$ cat src/rtl/controle_rr.sv
// Round-robin scheduler/sequencer sharing one BOBC datapath among N_REQ requesters.
// Walks the fixed load/compute/store control sequence, then waits for pronto with a timeout.
module controle_rr #(
  parameter int N_REQ    = 4,
  parameter int ID_W     = 2,
  parameter int WAIT_MAX = 15
) (
  input  logic             ck,
  input  logic             rst,
  input  logic [N_REQ-1:0] req,
  input  logic             pronto,
  output logic [N_REQ-1:0] gnt,
  output logic [N_REQ-1:0] ack,
  output logic             err,
  output logic [ID_W-1:0]  sel_id,
  output logic             busy,
  output logic             lx,
  output logic [1:0]       m0,
  output logic [1:0]       m1,
  output logic [1:0]       m2,
  output logic             h,
  output logic             lh,
  output logic             ls
);

  typedef enum logic [3:0] {
    IDLE, LOAD, H1, S2, H2, S3, H3, S4, ST, WAITP, DONE
  } state_t;

  typedef struct packed {
    logic       lx;
    logic [1:0] m0;
    logic [1:0] m1;
    logic [1:0] m2;
    logic       h;
    logic       lh;
    logic       ls;
  } ctrl_t;

  localparam logic [7:0]      WAIT_LAST = 8'(WAIT_MAX - 1);
  localparam logic [N_REQ-1:0] ONE      = {{(N_REQ-1){1'b0}}, 1'b1};

  function automatic ctrl_t ctrl_of(input state_t s);
    ctrl_t c;
    c = '0;
    case (s)
      LOAD: begin c.lx = 1'b1; c.m0 = 2'b01; c.h = 1'b1; end
      H1:   begin c.m0 = 2'b01; c.h = 1'b1; c.lh = 1'b1; end
      S2:   begin c.m0 = 2'b10; c.m2 = 2'b11; end
      H2:   begin c.m0 = 2'b10; c.m2 = 2'b11; c.lh = 1'b1; end
      S3:   begin c.m1 = 2'b01; c.m2 = 2'b11; c.h = 1'b1; end
      H3:   begin c.m1 = 2'b01; c.m2 = 2'b11; c.h = 1'b1; c.lh = 1'b1; end
      S4:   begin c.m0 = 2'b11; c.m2 = 2'b11; end
      ST:   begin c.m0 = 2'b11; c.m2 = 2'b11; c.ls = 1'b1; end
      default: c = '0;
    endcase
    return c;
  endfunction

  state_t           state_q, state_d;
  logic [ID_W-1:0]  ptr_q, ptr_d;
  logic [7:0]       wait_q, wait_d;
  logic             err_q, err_d;

  logic [N_REQ-1:0] gnt_q, gnt_d;
  logic [N_REQ-1:0] ack_q, ack_d;
  logic             err_out_q, err_out_d;
  logic [ID_W-1:0]  sel_q, sel_d;
  logic             busy_q, busy_d;
  ctrl_t            ctrl_q, ctrl_d;
  logic [N_REQ-1:0] onehot_d;

  // Round-robin pick: lowest set bit above the pointer wins, else lowest set bit at or below it.
  logic             found_hi;
  logic [ID_W-1:0]  win_hi, win_lo, winner;

  // NOTE: every signal assigned in always_comb gets a default first, so no latch is inferred.
  always_comb begin
    found_hi = 1'b0;
    win_hi   = '0;
    win_lo   = '0;
    for (int j = N_REQ - 1; j >= 0; j--) begin
      if (req[j]) begin
        if (ID_W'(j) > ptr_q) begin
          found_hi = 1'b1;
          win_hi   = ID_W'(j);
        end else begin
          win_lo   = ID_W'(j);
        end
      end
    end
    winner = found_hi ? win_hi : win_lo;
  end

  always_comb begin
    state_d = state_q;
    ptr_d   = ptr_q;
    wait_d  = wait_q;
    err_d   = err_q;
    unique case (state_q)
      IDLE: begin
        if (|req) begin
          ptr_d   = winner;
          state_d = LOAD;
        end
      end
      LOAD: state_d = H1;
      H1:   state_d = S2;
      S2:   state_d = H2;
      H2:   state_d = S3;
      S3:   state_d = H3;
      H3:   state_d = S4;
      S4:   state_d = ST;
      ST: begin
        state_d = WAITP;
        wait_d  = '0;
      end
      WAITP: begin
        // pronto takes precedence over the timeout in the same cycle
        if (pronto) begin
          state_d = DONE;
          err_d   = 1'b0;
        end else if (wait_q == WAIT_LAST) begin
          state_d = DONE;
          err_d   = 1'b1;
        end else begin
          wait_d  = wait_q + 8'd1;
        end
      end
      DONE:    state_d = IDLE;
      default: state_d = IDLE;
    endcase
  end

  // Outputs are decoded from the next state and registered, so they track state_q exactly.
  always_comb begin
    ctrl_d    = ctrl_of(state_d);
    busy_d    = (state_d != IDLE);
    onehot_d  = ONE << ptr_d;
    gnt_d     = busy_d ? onehot_d : '0;
    ack_d     = (state_d == DONE) ? onehot_d : '0;
    err_out_d = (state_d == DONE) && err_d;
    sel_d     = busy_d ? ptr_d : '0;
  end

  // NOTE: reset is synchronous here, so it is sampled only at the clock edge like any other input.
  always_ff @(posedge ck) begin
    if (!rst) begin
      state_q   <= IDLE;
      ptr_q     <= ID_W'(N_REQ - 1);
      wait_q    <= '0;
      err_q     <= 1'b0;
      gnt_q     <= '0;
      ack_q     <= '0;
      err_out_q <= 1'b0;
      sel_q     <= '0;
      busy_q    <= 1'b0;
      ctrl_q    <= '0;
    end else begin
      state_q   <= state_d;
      ptr_q     <= ptr_d;
      wait_q    <= wait_d;
      err_q     <= err_d;
      gnt_q     <= gnt_d;
      ack_q     <= ack_d;
      err_out_q <= err_out_d;
      sel_q     <= sel_d;
      busy_q    <= busy_d;
      ctrl_q    <= ctrl_d;
    end
  end

  assign gnt    = gnt_q;
  assign ack    = ack_q;
  assign err    = err_out_q;
  assign sel_id = sel_q;
  assign busy   = busy_q;
  assign lx     = ctrl_q.lx;
  assign m0     = ctrl_q.m0;
  assign m1     = ctrl_q.m1;
  assign m2     = ctrl_q.m2;
  assign h      = ctrl_q.h;
  assign lh     = ctrl_q.lh;
  assign ls     = ctrl_q.ls;

endmodule

$ cat config.mk
export PLATFORM = sky130hd
export DESIGN_NAME = controle_rr
export DESIGN_NICKNAME = d
export VERILOG_FILES = /design/src/rtl/controle_rr.sv
export SDC_FILE = /design/constraint.sdc
export NUM_CORES = 1
export LEC_CHECK = 0
export CORE_MARGIN = 8
export CORE_UTILIZATION = 45
export CTS_CLUSTER_SIZE = 28
export DETAILED_ROUTE_END_ITERATION = 10
export GPL_TIMING_DRIVEN = 0
export HOLD_SLACK_MARGIN = 0.12
export PLACE_DENSITY = 0.74
export RECOVER_POWER = 100
export SLEW_MARGIN = 10
export SYNTH_ARGS = -nofsm -noshare
export SYNTH_HDL_FRONTEND = slang
export SYNTH_SLANG_ARGS = --single-unit
$ cat constraint.sdc
create_clock -name ck -period 1.8 [get_ports ck]
set_input_delay 0.36 -clock ck [delete_from_list [all_inputs] [get_ports ck]]
set_output_delay 0.36 -clock ck [all_outputs]
set_load 0.01 [all_outputs]
==> impl_results.md <==
* Hold-critical path depth at 2
* Register area at 704.4 sq um
* PwrDens at 825.9 nW/um^2
* Hold slack at 0.4009 ns
* P_sw at 448.2 uW
* Area after DPL at 1790 sq um
* Gpl congestion at 0.8494
* Reg2reg path depth at 6
* Largest net degree at the start of global routing at 12
* Clock power share at 25.4%
* I/O pin count at 29
* Vias/cell at 5.339
* Htree depth at 2
* Main synth FF type: dfxtp_1
* Max-Cap Viols at 0
* CTS tree: done
* Antenna diodes at 0
* Relative slew margins at 66.25%
* Critical path arrival at 1.99 ns
* Core box area at 3078 sq um
* Final Cycle Share at 95.91%
* Gr usage total at 12.59%
* Port-buffer cells at 26
* Cells after synthesis at 159
* Crit-path max FO at 7
* Leak Pwr at 0.0007212 uW
* Max Freq at 579.2 MHz
* Post-Route WL at 3187 um
* Root Buffer: clkbuf_4
* Worst-Margin Slew at 0.5062 ns
* Row count at 20
* Sw frac at 28.56%
* Initial antenna violation count at 0
* Final Setup Violations at 0
* Status: finished clean
* Detailed placer's ending HPWL at 2352 um
* Worst Setup Start Kind: register
* Final Slew Violations at 0
* Register area share after synthesis at 47.50%
* Clock-pin slew on the worst setup and hold paths at 0.10 ns
* Design area at 1901 sq um
* Initial core utilization at 47.93%
* DRT Pass-1 Iters at 4
* Vias at 1260
* Commonest non-fill, non-tap cell in the layout: dfxtp_1
* Num CTS Buffers at 5
* Synth unique cells at 42
* Initial DRC Count at 74
* Filler Cell Count at 265
* Post-synthesis async set-or-reset flop share at 0%
* Layout cells sized above 1 at 17.71%
* Critical setup path kind: reg2reg
* Final #Nets at 200
* WL/cell at 13.50 um
* Clock Skew at 0.004380 ns
* Yosys Warn Count at 0
* Avg Inst Size Synth at 9.278 sq um
* Congestion Overflow GR at 0
* Max VDD drop at 0.0004861 V
* Die Y at 73.26 um
* Combinational fraction of design power at 20.4%
* Endpoints failing hold at 0
* Post-synth EDFFs at 0
* Worst Path Required at 2.06 ns
* FF+latch count, synth at 35
* Most frequent cells in the layout: 32 x dfxtp_1, 23 x clkdlybuf4s50_1, 12 x nand2_1, 12 x a21oi_1, 10 x nor2_1
* Worst-case clock buffer depth at 2
* Synthesized area at 1475 sq um
* Die Wd at 73.26 um
* Area of the multi-input gates at 760.7 sq um
* Hold Path Class: in2reg
* Syn_nets at 168
* Clock Latency Late Sink at 0.33 ns
* Residual DRC at 0
* Layout Area Growth over Synthesis at 28.84%
* Cell-internal power at 1121 uW
* Clock sinks at 35
* Die area at 5366 sq um
* Seq pwr share at 54.2%
* Min Tclk post-route at 1.726 ns
* Vias in the first global route at 1128
* Crit end category: register
* First-pass GRT wire length at 5299 um
* Routed Antenna Nets at 0
-- worst max-delay path: stages, from the launching register on --
cell and delay [ns]:
dfxtp_2 0.35, inv_1 0.04, ha_1 0.18, and4b_1 0.20, and2_2 0.25, or4_4 0.50
a21oi_2 0.15
-- synthesized netlist by cell type, types with 2 or more instances --
library cell | count | area (sq um)
o211ai_2 | 2 | 25.02
o31ai_1 | 4 | 30.03
and2_1 | 3 | 18.77
a21oi_1 | 13 | 65.06
buf_4 | 2 | 15.01
or4_1 | 6 | 45.04
o21ai_0 | 5 | 25.02
nor4_1 | 3 | 18.77
or3_1 | 4 | 25.02
nor3_1 | 7 | 35.03
ha_1 | 2 | 25.02
nor3b_1 | 5 | 37.54
inv_1 | 6 | 22.52
mux2i_1 | 2 | 20.02
buf_2 | 3 | 15.01
and3_1 | 2 | 12.51
nand4_1 | 2 | 12.51
nand2_1 | 12 | 45.04
o21ai_1 | 2 | 10.01
xor2_1 | 3 | 26.28
nor2_1 | 11 | 41.29
nand2b_1 | 3 | 18.77
o21a_1 | 2 | 15.01
clkbuf_1 | 3 | 11.26
dfxtp_1 | 35 | 700.7
-- registers in the layout (all words and copies together) (netlist names) --
register	count
lx	1
ptr_q	2
busy	1
err	1
lh	1
m0	2
m2	1
gnt	4
ls	1
wait_q	8
h	1
state_q	4
sel_id	2
ack	4
m1	1
err_q	1
-- final timing paths --
kind,slack (ns),start,endpoint
max,0.07,wait_q[0]$_SDFFE_PN0P_,wait_q[0]$_SDFFE_PN0P_
min,0.40,rst,ptr_q[1]$_SDFF_PN1_
max reg2reg,0.07,wait_q[0]$_SDFFE_PN0P_,wait_q[0]$_SDFFE_PN0P_
min reg2reg,0.50,wait_q[7]$_SDFFE_PN0P_,wait_q[7]$_SDFFE_PN0P_
-- kinds of logic after synthesis --
group | share of synthesized area (%)
AO/OA/AOI/OAI | 15.78
XOR/XNOR | 1.781
adder cells (fa/ha/maj) | 1.696
buffers and inverters | 4.325
flip-flops | 47.50
multiplexers | 1.357
other | 0.2542
AND/OR/NAND/NOR | 27.31
-- metrics by stage --
step	instances	worst slack [ns]	total power, uW	setup TNS [ns]	util (%)
after global placement	229	-0.3961	1159	-4.844	58.17
after CTS	235	0.009580	1567	0	60.16
after floorplan	159	0.07879	1041	0	-
after detailed placement	229	-0.4337	1169	-5.530	58.17
final	236	0.07362	1570	0	61.75
after global routing	236	-0.002783	1659	-0.002783	61.75
-- final cells by class --
| cell class | instances | area share [%] |
|---|---|---|
| tap | 44 | 2.897 |
| timing repair buffer | 27 | 14.29 |
| clock inverter | 3 | 0.7900 |
| inverter | 6 | 1.185 |
| clock buffer | 5 | 1.975 |
| multi-input combinational | 110 | 40.03 |
| sequential | 35 | 37.06 |
| buffer | 6 | 1.777 |
-- repair_timing --
item                       CTS  global route
hold buffers                 0             0
setup endpoints to repair    8            16
pin swaps                    1             1
gates resized for setup      5            11
buffers inserted             0             1
-- routing by layer --
| metal | vias up | GRT usage [%] | share of wire (%) |
|---|---|---|---|
| li1 | 636 | - | - |
| met1 | 588 | 14.21 | 44 |
| met2 | 29 | 20.46 | 47 |
| met3 | 7 | 5.306 | 7.0 |
| met4 | 0 | 4.889 | 1.5 |
| met5 | - | 0 | 0 |
-- power by group through the flow --
stage                     combinational (uW)  sequential (uW)  clock, uW
after detailed placement                 303              866          0
after CTS                                306              848        412
after global routing                     351              857        451
after global placement                   295              864          0
final                                    320              851        399
after floorplan                          158              883          0
(Power assumes the default switching activity.)
